--- src/rtl/rr_arb_pkg.sv ---
// ============================================================================
// Module      : rr_arb_pkg
// Description : Shared constants and state type for the 8-way round-robin arbiter.
// Revision    : 1.0 - initial release
// ============================================================================
`default_nettype none

package rr_arb_pkg;
  localparam int N_REQ = 8;
  localparam int IDX_W = 3;
  localparam logic [IDX_W-1:0] DEC_XOR = 3'b100;

  typedef enum logic [0:0] {
    IDLE  = 1'b0,
    GRANT = 1'b1
  } state_e;
endpackage

`default_nettype wire

--- src/rtl/rr_arbiter_8_decoder_3to8.sv ---
// ============================================================================
// Module      : decoder_3to8
// Description : 3-to-8 decoder; output k is asserted when sel_i == k ^ DEC_XOR.
// Revision    : 1.0 - initial release
// ============================================================================
`default_nettype none

module decoder_3to8
  import rr_arb_pkg::*;
(
  input  logic [IDX_W-1:0] sel_i,
  output logic [N_REQ-1:0] dec_o
);

  for (genvar k = 0; k < N_REQ; k++) begin : g_dec
    assign dec_o[k] = (sel_i == (IDX_W'(k) ^ DEC_XOR));
  end

endmodule

`default_nettype wire

--- src/rtl/rr_arbiter_8.sv ---
// ============================================================================
// Module      : rr_arbiter_8
// Description : Round-robin arbiter, 8 requesters, grant held until done,
//               withdrawal or hold timeout.
// Revision    : 1.0 - initial release
// ============================================================================
`default_nettype none

module rr_arbiter_8
  import rr_arb_pkg::*;
#(
  parameter int MAX_HOLD = 16
) (
  input  logic             clk_i,
  input  logic             reset_i,
  input  logic [N_REQ-1:0] request_i,
  input  logic             done_i,
  output logic [N_REQ-1:0] grant_o,
  output logic             grant_valid_o,
  output logic [IDX_W-1:0] grant_idx_o,
  output logic             timeout_o
);

  localparam int HC_W = (MAX_HOLD > 0) ? $clog2(MAX_HOLD + 1) : 1;

  state_e            state_q, state_d;
  logic [IDX_W-1:0]  ptr_q, ptr_d;
  logic [IDX_W-1:0]  idx_q, idx_d;
  logic [HC_W-1:0]   hold_cnt_q, hold_cnt_d;
  logic              timeout_q, timeout_d;
  logic              timeout_hit;
  logic              holder_left;
  logic [IDX_W:0]    pick_idle, pick_rel;
  logic [N_REQ-1:0]  dec;

  // Rotate so ptr lands at bit 0, take the lowest set bit, then undo the rotation.
  function automatic logic [IDX_W:0] pick(input logic [N_REQ-1:0] req,
                                          input logic [IDX_W-1:0] ptr);
    logic [2*N_REQ-1:0] dbl;
    logic [N_REQ-1:0]   rot;
    logic [IDX_W-1:0]   off;
    logic               found;
    dbl   = {req, req} >> ptr;
    rot   = dbl[N_REQ-1:0];
    off   = '0;
    found = 1'b0;
    for (int i = N_REQ - 1; i >= 0; i--) begin
      if (rot[i]) begin
        off   = IDX_W'(i);
        found = 1'b1;
      end
    end
    return {found, IDX_W'(off + ptr)};
  endfunction

  if (MAX_HOLD == 0) begin : g_no_timeout
    assign timeout_hit = 1'b0;
  end else begin : g_timeout
    assign timeout_hit = (hold_cnt_q == HC_W'(MAX_HOLD - 1));
  end

  assign holder_left = done_i | ~request_i[idx_q];
  assign pick_idle   = pick(request_i, ptr_q);
  assign pick_rel    = pick(request_i, IDX_W'(idx_q + 1'b1));

  always_comb begin
    state_d    = state_q;
    ptr_d      = ptr_q;
    idx_d      = idx_q;
    hold_cnt_d = hold_cnt_q;
    timeout_d  = 1'b0;
    case (state_q)
      IDLE: begin
        if (pick_idle[IDX_W]) begin
          state_d    = GRANT;
          idx_d      = pick_idle[IDX_W-1:0];
          hold_cnt_d = '0;
        end
      end
      GRANT: begin
        if (holder_left | timeout_hit) begin
          ptr_d     = IDX_W'(idx_q + 1'b1);
          timeout_d = timeout_hit & ~holder_left;
          if (pick_rel[IDX_W]) begin
            idx_d      = pick_rel[IDX_W-1:0];
            hold_cnt_d = '0;
          end else begin
            state_d = IDLE;
          end
        end else if (hold_cnt_q != {HC_W{1'b1}}) begin
          hold_cnt_d = hold_cnt_q + 1'b1;
        end
      end
      default: state_d = IDLE;
    endcase
  end

  always_ff @(posedge clk_i) begin
    if (reset_i) begin
      state_q    <= IDLE;
      ptr_q      <= '0;
      idx_q      <= '0;
      hold_cnt_q <= '0;
      timeout_q  <= 1'b0;
    end else begin
      state_q    <= state_d;
      ptr_q      <= ptr_d;
      idx_q      <= idx_d;
      hold_cnt_q <= hold_cnt_d;
      timeout_q  <= timeout_d;
    end
  end

  // Decoder input is pre-XORed so that its output lines up with grant_idx_o.
  decoder_3to8 u_dec (
    .sel_i (idx_q ^ DEC_XOR),
    .dec_o (dec)
  );

  assign grant_valid_o = (state_q == GRANT);
  assign grant_idx_o   = idx_q;
  assign timeout_o     = timeout_q;
  assign grant_o       = grant_valid_o ? dec : '0;

endmodule

`default_nettype wire
--- config.mk ---
export PLATFORM = sky130hd
export DESIGN_NAME = rr_arbiter_8
export DESIGN_NICKNAME = d
export VERILOG_FILES = /design/src/rtl/rr_arb_pkg.sv /design/src/rtl/rr_arbiter_8_decoder_3to8.sv /design/src/rtl/rr_arbiter_8.sv
export SDC_FILE = /design/constraint.sdc
export NUM_CORES = 1
export LEC_CHECK = 0
export BUFFER_PORTS_ARGS = -buffer_cell sky130_fd_sc_hd__buf_2
export CORE_ASPECT_RATIO = 1.25
export CORE_MARGIN = 4
export CORE_UTILIZATION = 60
export CTS_CLUSTER_DIAMETER = 150
export DETAILED_ROUTE_END_ITERATION = 12
export HOLD_SLACK_MARGIN = 0.12
export PLACE_DENSITY_LB_ADDON = 0.1
export SYNTH_ARGS = -nofsm -noshare
export SYNTH_HDL_FRONTEND = slang
export SYNTH_SLANG_ARGS = --single-unit
--- constraint.sdc ---
create_clock -name clk_i -period 11.8 [get_ports clk_i]
set_input_delay 0.59 -clock clk_i [delete_from_list [all_inputs] [get_ports clk_i]]
set_output_delay 0.59 -clock clk_i [all_outputs]
set_load 0.02 [all_outputs]
==> flow_summary.ini <==
[synthesis]
synth_top_area_frac = 0.206
netlist_top_cells_count = 17 x mux4_2, 14 x nor2_1, 13 x dfxtp_1, 13 x inv_1
synthArstFlopShare = 0
synth_cell_types = 54
synth-edff-count = 0
synth.most_common_cell = mux4_2
syn_area_sq_um = 1860
synth-seq-cells = 13
yosysTopAreaCell = mux4_2
syn_nets = 228
yosysWarnings = 0
syn_area_per_cell_sq_um = 9.16
netlist_instances = 203
yosysSeqAreaShare = 0.140
yosys_most_used_dff = dfxtp_1
synth_area_leaders = mux4_2 21%, dfxtp_1 14%, ha_1 8.1%

[sta]
fin_crit_ns = 4.64
drv_slew = 0
post-route-period-util = 0.393
relSlewSlack = 0.456
rsz0062_at_grt = no
final.setup.tns_ns = 0
worstMarginPinSlew_ns = 0.815
worst_hold_slack_ns = 0.508
setup_viol = 0
finClkSkew_ns = 0.0111
fmax_ghz = 0.216
hold_viol = 0

[power_and_ir_drop]
p_total_w = 0.000422
clkPwrFrac = 0.070
vdd_drop_max_mv = 0.129
pwr-share-comb = 0.748
p_leak_nw = 0.771
sw_frac_of_total = 0.509
internal_power_w = 0.000207
power_switching_w = 0.000215
p_per_area_nw_per_um2 = 218
p_seq_frac = 0.182

[run_status]
status = finished clean

[floorplan]
dieArea_sq_um = 4060
fp-row-count = 22
die_h_microns = 70.2
die_w_microns = 57.8
ioPinCount = 24
core_area_sq_um = 2950
start_util = 0.631

[cells_and_area]
finalNetCount = 238
area_growth_syn_to_layout_pct = 3.90
final_util = 0.656
drive_gt1_frac = 0.245
nFillCells = 245
fin_area_sq_um = 1930
n_antenna_cell = 0

[routing]
dr.pass1.iters = 4
dr.first_iter.drc_count = 133
drc = 0
via_count = 1716
postRouteAntennaNets = 0
routed_wl_microns = 4710
drt-wirelength-per-cell_microns = 19.0
vias_per_cell = 6.92

[worst_setup_path]
cp_slowest_cell = dfxtp_1
cp_max_fo = 20
worstSetupStartpointType = register
cp_num_buf_inv = 1
max_stage_delay_ns = 0.86
cp_common_cell = ha_1
cp.required_ns = 12.02
worstPathCellList = inv_1, ha_1, mux4_2, a21oi_1, o31ai_1, a211oi_1, nor2b_1, o32ai_1, ha_1, fa_1, xnor2_1, nor3_1, nand3b_1, a211oi_2
cp-end-kind = register
crit_family = adder cells
worstPathArrival_ns = 4.85
worstSetupPathType = register to register

[global_routing]
use_met1 = 0.306
met3_usage = 0.0684
grt_overflow = 0
grt_usage = 0.232
grt_first_pass_wirelength_microns = 7560
grtUsageMet2 = 0.368
top_usage_layer = met2
first_global_vias = 1583
grt_max_degree = 21
antenna_found_initial = 0

[cts]
clkSinkCount = 13
post_cts_buffers = 0
cts_hold_buf = 0
h-tree-depth = 1
path_clk_slew_ns = 0.09
clk_latency_ns = 0.29
clock_path_buffers = 2
cts_resized = 0
cts_root_buffer = clkbuf_4
cts_made_buffers = 3
cts_tree = yes

[placement]
dpl-instance-area_sq_um = 1910
dp_hpwl_microns = 3490
io_buffers = 23
gp_congestion = 0.902

[flow_run]
cap_violations = 0

[hold_path]
min_path_type = register to register
metal layers:
metal,part of all wire,up-vias
li1,-,802
met5,0,-
met2,0.49,75
met1,0.41,830
met3,0.079,9
met4,0.016,0
registers in the layout, summed over array words and instances, names as in the netlist:
signal	flops
hold_cnt_q	5
grant_idx_o	3
ptr_q	3
grant_valid_o	1
timeout_o	1
cell families after synthesis:
logic type | Yosys count | synth area share
XOR/XNOR | 3 | 0.0182
AO/OA/AOI/OAI | 45 | 0.176
AND/OR/NAND/NOR | 69 | 0.207
flip-flops | 13 | 0.140
buffers and inverters | 33 | 0.0915
multiplexers | 25 | 0.260
adder cells (fa/ha/maj) | 15 | 0.108
path summary, 6_finish.rpt:
check | startpoint | end | slack [ns] | depth (start not counted)
min | hold_cnt_q[3] | hold_cnt_q[3] | 0.51 | 2
max reg2reg | grant_idx_o[0] | grant_idx_o[2] | 7.16 | 14
min reg2reg | hold_cnt_q[3] | hold_cnt_q[3] | 0.51 | 2
max | grant_idx_o[0] | grant_idx_o[2] | 7.16 | 14
stage by stage:
step	setup slack, ns	std cells
after floorplan	7.89	203
after global placement	7.36	244
after detailed placement	7.15	244
after CTS	7.14	248
after global routing	6.71	248
final	7.16	248
placed cells by master (no fill, tap or decap), types with 2 or more instances in the layout:
master / netlist / final
buf_2: 6 / 23
mux4_2: 17 / 17
nor2_1: 14 / 14
inv_1: 13 / 13
dfxtp_1: 13 / 13
nor3_1: 12 / 12
ha_1: 12 / 12
a211oi_1: 8 / 8
and3_1: 8 / 8
a21oi_1: 7 / 7
nor4_1: 6 / 6
nand2_1: 5 / 5
o21ai_0: 5 / 5
o31ai_1: 4 / 4
nand2b_1: 4 / 4
or4_1: 4 / 4
mux2i_1: 4 / 4
o21ai_1: 3 / 3
o31a_1: 3 / 3
nor2b_1: 3 / 3
o32ai_1: 3 / 3
and2_1: 3 / 3
mux2_2: 3 / 3
clkbuf_4: 0 / 3
or2_1: 2 / 2
a2111oi_0: 2 / 2
o2111a_1: 2 / 2
nand3b_1: 2 / 2
fa_1: 2 / 2
power groups by stage:
stage	registers, W	clock network, W	logic, W
floorplan	0.0000650	0	0.000265
global placement	0.0000761	0	0.000301
detailed placement	0.0000776	0	0.000308
CTS	0.0000764	0.0000285	0.000312
global route	0.0000809	0.0000320	0.000341
finish	0.0000766	0.0000295	0.000316
worst reg2reg max path: stages (launching register included):
cell,delay (ns)
dfxtp_1,0.86
inv_1,0.26
ha_1,0.79
mux4_2,0.66
a21oi_1,0.18
o31ai_1,0.08
a211oi_1,0.24
nor2b_1,0.17
o32ai_1,0.09
ha_1,0.21
fa_1,0.37
xnor2_1,0.18
nor3_1,0.06
nand3b_1,0.19
a211oi_2,0.22
layout make-up:
class / instances / area (sq um) / share of cell area
clock buffers: 4 / 26.3 / 0.0136
inverters: 15 / 56.3 / 0.0291
multi-input cells: 157 / 1430 / 0.740
flip-flops and latches: 13 / 260 / 0.135
well taps: 36 / 45.0 / 0.0233
repair buffers: 23 / 115 / 0.0596
Power figures use the tool's default switching activity.
